`config.mk`:
```
export PLATFORM = sky130hd
export DESIGN_NAME = nibble_burst_tx
export DESIGN_NICKNAME = d
export VERILOG_FILES = /design/src/rtl/nibble_burst_tx.sv
export SDC_FILE = /design/constraint.sdc
export NUM_CORES = 1
export LEC_CHECK = 0
export CORE_MARGIN = 3
export CORE_UTILIZATION = 63
export CTS_CLUSTER_DIAMETER = 30
export CTS_CLUSTER_SIZE = 12
export DETAILED_ROUTE_END_ITERATION = 6
export PLACE_DENSITY = 0.86
export SKIP_CTS_REPAIR_TIMING = 1
export SYNTH_ARGS = -nofsm -noshare
export SYNTH_HDL_FRONTEND = slang
export SYNTH_SLANG_ARGS = --single-unit
```
`constraint.sdc`:
```
create_clock -name clk -period 4 [get_ports clk]
set_clock_uncertainty 0.05 [all_clocks]
set_input_delay 0.6 -clock clk [delete_from_list [all_inputs] [get_ports clk]]
set_output_delay 0.6 -clock clk [all_outputs]
set_load 0.01 [all_outputs]
```
`src/rtl/nibble_burst_tx.sv`:
```
// Nibble-burst link transmitter: packs 128 source nibbles per bank into a
// 16-beat burst, then waits for the core's 128-beat result stream.
module nibble_burst_tx #(
  parameter int BEATS   = 16,
  parameter int RES_LEN = 128,
  parameter int GAP     = 1,
  parameter int TIMEOUT = 5000
) (
  input  logic        clk,
  input  logic        rst,
  input  logic        s_valid,
  input  logic [3:0]  s_nibble,
  output logic        s_ready,
  output logic        in_valid,
  output logic [31:0] in_data,
  input  logic        out_valid,
  output logic        busy,
  output logic        timeout_err,
  output logic        proto_err
);

  localparam logic [3:0]  LAST_BEAT = 4'(BEATS - 1);
  localparam logic [7:0]  RES_N     = 8'(RES_LEN);
  localparam logic [12:0] TMO_N     = 13'(TIMEOUT);
  localparam logic [1:0]  GAP_L     = 2'(GAP - 1);

  typedef enum logic [1:0] {
    S_IDLE,
    S_SEND,
    S_WAIT,
    S_GAP
  } state_t;

  logic [31:0] r_mem [2][16];
  logic [6:0]  r_fcnt [2];
  logic [1:0]  r_full;
  logic        r_fbank;
  logic        r_sbank;
  state_t      r_state;
  logic [3:0]  r_beat;
  logic [7:0]  r_res;
  logic [12:0] r_tmo;
  logic [1:0]  r_gap;
  logic        r_in_valid;
  logic [31:0] r_in_data;
  logic        r_busy;
  logic        r_tmo_err;
  logic        r_proto_err;

  logic        w_ready;
  logic        w_acc;
  logic [6:0]  w_fcnt;
  logic [7:0]  w_res_nx;
  logic [12:0] w_tmo_nx;

  assign w_fcnt   = r_fcnt[r_fbank];
  assign w_ready  = !r_full[r_fbank];
  assign w_acc    = s_valid && w_ready;
  assign w_res_nx = r_res + {7'd0, out_valid};
  assign w_tmo_nx = r_tmo + 13'd1;

  assign s_ready     = w_ready;
  assign in_valid    = r_in_valid;
  assign in_data     = r_in_data;
  assign busy        = r_busy;
  assign timeout_err = r_tmo_err;
  assign proto_err   = r_proto_err;

  // nibble k lands in beat k[6:3], lane k[2:0]
  always_ff @(posedge clk) begin
    if (w_acc)
      r_mem[r_fbank][w_fcnt[6:3]][{w_fcnt[2:0], 2'b00} +: 4] <= s_nibble;
  end

  always_ff @(posedge clk) begin
    if (rst) begin
      r_fcnt[0]   <= '0;
      r_fcnt[1]   <= '0;
      r_full      <= '0;
      r_fbank     <= 1'b0;
      r_sbank     <= 1'b0;
      r_state     <= S_IDLE;
      r_beat      <= '0;
      r_res       <= '0;
      r_tmo       <= '0;
      r_gap       <= '0;
      r_in_valid  <= 1'b0;
      r_in_data   <= '0;
      r_busy      <= 1'b0;
      r_tmo_err   <= 1'b0;
      r_proto_err <= 1'b0;
    end else begin
      if (w_acc) begin
        r_fcnt[r_fbank] <= w_fcnt + 7'd1;
        if (w_fcnt == 7'd127) begin
          r_full[r_fbank] <= 1'b1;
          r_fbank         <= ~r_fbank;
        end
      end
      if (out_valid && r_state != S_WAIT)
        r_proto_err <= 1'b1;
      unique case (r_state)
        S_IDLE: begin
          if (r_full[r_sbank]) begin
            r_state    <= S_SEND;
            r_beat     <= '0;
            r_in_valid <= 1'b1;
            r_in_data  <= r_mem[r_sbank][4'd0];
            r_busy     <= 1'b1;
          end
        end
        S_SEND: begin
          if (r_beat == LAST_BEAT) begin
            r_in_valid      <= 1'b0;
            r_in_data       <= '0;
            r_full[r_sbank] <= 1'b0;
            r_sbank         <= ~r_sbank;
            r_state         <= S_WAIT;
            r_res           <= '0;
            r_tmo           <= '0;
          end else begin
            r_beat    <= r_beat + 4'd1;
            r_in_data <= r_mem[r_sbank][r_beat + 4'd1];
          end
        end
        S_WAIT: begin
          r_res <= w_res_nx;
          r_tmo <= w_tmo_nx;
          // completion takes priority over a simultaneous timeout
          if (w_res_nx == RES_N) begin
            r_state <= S_GAP;
            r_gap   <= '0;
          end else if (w_tmo_nx == TMO_N) begin
            r_tmo_err <= 1'b1;
            r_state   <= S_GAP;
            r_gap     <= '0;
          end
        end
        S_GAP: begin
          if (r_gap == GAP_L) begin
            if (r_full[r_sbank]) begin
              r_state    <= S_SEND;
              r_beat     <= '0;
              r_in_valid <= 1'b1;
              r_in_data  <= r_mem[r_sbank][4'd0];
            end else begin
              r_state <= S_IDLE;
              r_busy  <= 1'b0;
            end
          end else begin
            r_gap <= r_gap + 2'd1;
          end
        end
        default: r_state <= S_IDLE;
      endcase
    end
  end

endmodule
```
---- After elaboration in Yosys (flattened, before gate mapping) ----
Memory sizes are Yosys's and may differ from the RTL's. A register that Yosys moved wholly into a read port is not among the register bits.
Index checks and enable logic that the tools add are counted.
storage, ports and cells
  memories ................................ 2
  flip-flop bits (word level) ............. 69
  bits in writable memories ............... 1,038
  output and inout port bits .............. 37
cells by class
  equality and inequality tests ........... 15
  muxes and demuxes ....................... 62
  magnitude comparators ................... 7
  shifts and indexed selects .............. 2
  bitwise gates (word level) .............. 8
  reductions and logical operators ........ 23
  $add $sub $neg .......................... 6
memory list
  memory  words  width  rd ports  clocked after memory_dff  wr ports  RTL line  text
  r_mem   2      512    1         1                         1         34        logic [31:0] r_mem [2][16];
  r_fcnt  2      7      1         1                         2         35        logic [6:0] r_fcnt [2];
operator list
  operator                                                                 count
  512-bit 2-to-1 mux                                                       1
  32-bit 2-to-1 mux                                                        6
  32-bit binary-select mux with 4-bit select                               1
  32-bit demux with 4-bit select                                           1
  32-bit one-hot mux with 3 select lines                                   1
  4-bit by 7-bit variable shift with 32-bit output (first input constant)  1
  4-bit by 7-bit indexed part select with 32-bit output                    1
  2-bit 2-to-1 mux                                                         13
  13-bit one-hot mux with 2 select lines                                   1
  1-bit 2-to-1 mux                                                         24
  8-bit one-hot mux with 2 select lines                                    1
  2-bit != test (second input constant)                                    7
  13-bit by 1-bit adder with 13-bit output (second input constant)         1
  13-bit == test (second input constant)                                   1
  13-bit 2-to-1 mux                                                        1
  4-bit 2-to-1 mux                                                         3
  4-bit one-hot mux with 3 select lines                                    1
  3-bit AND reduction                                                      4
  5-bit >= comparator (second input constant)                              2
  4-bit inverter with 5-bit output                                         2
  8-bit by 1-bit adder with 8-bit output                                   1
  8-bit == test (second input constant)                                    1
  8-bit 2-to-1 mux                                                         1
  2-bit one-hot mux with 4 select lines                                    1
  29 further kinds                                                         46

---- Logic depth before layout (Yosys ltp) ----
  word-level depth ........................ 11
  mapped depth ............................ 10
  gate-level depth less buffers ........... 8

---- Worst setup path before layout ----
OpenSTA, ideal clock, no wires.
  path type ............................... reg-to-reg
  from .................................... register with a tool-made name
  to ...................................... memory r_mem[1][285] in the netlist's numbering, enable pin
  period minus slack after synthesis ...... 2.790 ns
  path buffers ............................ 2
  library setup time ...................... 0.329 ns
  path slack .............................. 1.210 ns
  data arrival time ....................... 2.410 ns
  stages on the path, launching flop included .. 9
  cell sequence ........................... dfxtp_1 > buf_2 > mux2i_1 > ha_1 > ha_1 > nor4_1 > nand2_1 > clkbuf_1 > nor2_1
RTL lines
  what       RTL line
  to (decl)  34

==> impl_metrics.yaml <==
logic_synthesis:
  ys.flop_type: "edfxtp_1"
  synthCells: 2399
  ys_ff_latch: 1109
  seq_area_frac_synth: 0.730
  avgSynthCellArea_um2: 18.6
  synth.top_cell.area_share: 0.698
  async_reset_ff_frac: 0
  synth_commonest_cells: "edfxtp_1 (1038), nor2_1 (333), mux4_2 (288)"
  yosysTopAreaCell: "edfxtp_1"
  synth_area_um2: 44600
  synth_edf_count: 1038
  synth_most_common_cell: "edfxtp_1"
  synth_warnings: 0
  synthesis.nets: 2420
  yosysUniqueCellTypes: 55
  synth.area.top_cells: "edfxtp_1 (70%), mux4_2 (15%), dfxtp_1 (3.2%)"
cts:
  numCtsBuffers: 165
  cts_buffer_depth: 3
  clk_latency_ps: 760
  clock_sinks: 1109
  clkTransAtPathRegs_ps: 50
  clockRootBuffer: "clkbuf_16"
  ctsHtreeMaxLevel: 4
  cts_tree: "yes"
power:
  leakagePower_nw: 15.0
  power.density_nw_per_um2: 558
  ir_drop_mv: 0.472
layout:
  layout-drive-gt1-share: 0.261
  stdcell_area_um2: 52200
  layout.nets: 2576
  area_growth_pct: 17.0
critical_path:
  critPathMaxStageDelay_ps: 800
  cp_top_family: "simple AND/OR/NAND/NOR gates"
  cp.arrival_ps: 4290
  cp-start-kind: "flop"
  crit_slowest_cell: "dfxtp_1"
  path_class: "flop to flop"
  crit_fanout: 16
  cp_num_buf_inv: 0
  r2r_slack_ps: 70
  reg2reg_depth: 7
  cp_num_cells: 7
  cp_cell_sequence: "mux2i_2, ha_1, ha_1, nand2b_1, nor2_1, nand2_1, nor2_1"
  required_ps: 4360
  end_kind: "flop"
placement:
  dpl_cell_area_um2: 46400
  place_congestion: 0.846
  portBuffers: 44
  dpl.hpwl_um: 63600
run:
  drv_cap: 0
global_routing:
  grt_pass1_vias: 26413
  grt_usage: 0.336
  grt_pass1_wl_um: 179000
  grt_max_degree: 81
  antenna_found_initial: 4
  grt.overflow.total: 0
route:
  drc: 0
  first_iter_violations: 4091
  dr.pass1.iters: 7
  ant_nets: 0
  wl_per_cell_um: 33.4
  wl_um: 121000
  route.vias.total: 25839
  via_per_inst: 7.12
timing:
  layout_min_cycle_time_ps: 3930
  slew_viol_final: 0
  post-route-period-util: 0.984
  tightestPinTransition_ps: 1310
  maxSlewHeadroom: 0.125
  setup_viol: 0
  finalSetupTns_ps: 0
  max_freq_mhz: 254
  hold_viol: 0
worst_hold_path:
  hold_path.class: "flop to flop"
  hp-start: "timeout_err"
  whs_path_depth: 1
floorplanning:
  initial_utilization: 0.643
  fp-row-count: 96
  die_h_um: 272
  core-area_um2: 69400
  ios: 45
  die_x_um: 272
  dieArea_um2: 74100
status:
  status: "completed"
[layout make-up]
class	count	area (um2)
well taps	931	1160
clock inverters	117	1410
diodes	2	5.00
inverters	11	41.3
multi-input cells	1131	11400
flip-flops and latches	1109	32600
clock buffers	193	4370
repair buffers	137	1250
fillers	3450	17200
[per-layer routing]
metal  up-vias  routed length, um  track usage  part of all wire
met2      2305              58900        0.531              0.48
met1     13035              40000        0.427              0.33
met5         -                 77      0.00461           0.00063
met3       536              15400        0.104              0.13
met4         6               7030        0.168             0.058
li1       9957                  -            -                 -
[registers in the layout, summed over array words and instances, names as in the netlist, named ones only]
register     flops
in_data         32
r_fcnt          14
r_state          2
r_tmo           13
r_fbank          1
r_mem         1024
r_sbank          1
r_gap            2
timeout_err      1
busy             1
r_res            8
r_full           2
in_valid         1
r_beat           4
proto_err        1
[path summary, 6_finish.rpt]
check,end
setup / recovery,r_mem[1][198]
hold / removal,timeout_err
setup reg to reg,r_mem[1][198]
hold reg to reg,timeout_err
[layout by cell type, fill, tap and decap left out, types with 5 or more instances in the layout]
cell type        instances
a211oi_1                12
a21oi_1                 83
a22o_1                   6
a311oi_1                 7
and2_1                  36
buf_12                   9
buf_4                   84
bufinv_16               19
clkbuf_1                19
clkbuf_16              169
clkbuf_8                 5
clkdlybuf4s50_1         43
clkinv_1                11
clkinv_2                20
clkinv_4                18
clkinvlp_4              10
dfxtp_1                 69
edfxtp_1              1038
ha_1                    12
inv_1                   10
inv_6                   25
inv_8                    6
mux2_2                  27
mux2i_1                 89
mux4_2                 288
nand2_1                 63
nand3_1                 13
nand4_1                  5
nor2_1                 333
nor2b_1                 16
nor3_1                  42
o21ai_0                 23
o221a_1                  6
xnor2_1                  8
[stage by stage]
step | cells | util | total power [mW] | worst slack (ps) | hold slack [ps]
final | 3631 | 0.752 | 29.1 | 65.3 | 424
after floorplan | 2399 | - | 13.7 | 1210 | 385
after global placement | 3319 | 0.669 | 14.2 | 675 | 396
after global routing | 3629 | 0.752 | 29.7 | -27.3 | 448
after CTS | 3629 | 0.752 | 29.1 | 70.5 | 423
after detailed placement | 3319 | 0.669 | 14.3 | 452 | 412
[power breakdown]
group	leakage, nW	internal (mW)	total [mW]	switching [mW]
clock network	2.81	9.24	15.0	5.71
logic	3.04	0.440	1.32	0.880
registers	9.15	12.7	12.8	0.100
total	15.0	22.4	29.1	6.69
[cells by family after synthesis]
group	Yosys count	synth area share
compound gates	163	0.0226
xor+xnor	13	0.00255
fa+ha+maj	13	0.00364
buf+inv	159	0.0163
flops	1109	0.730
mux	406	0.173
simple gates	536	0.0521
Power figures use the tool's default switching activity.
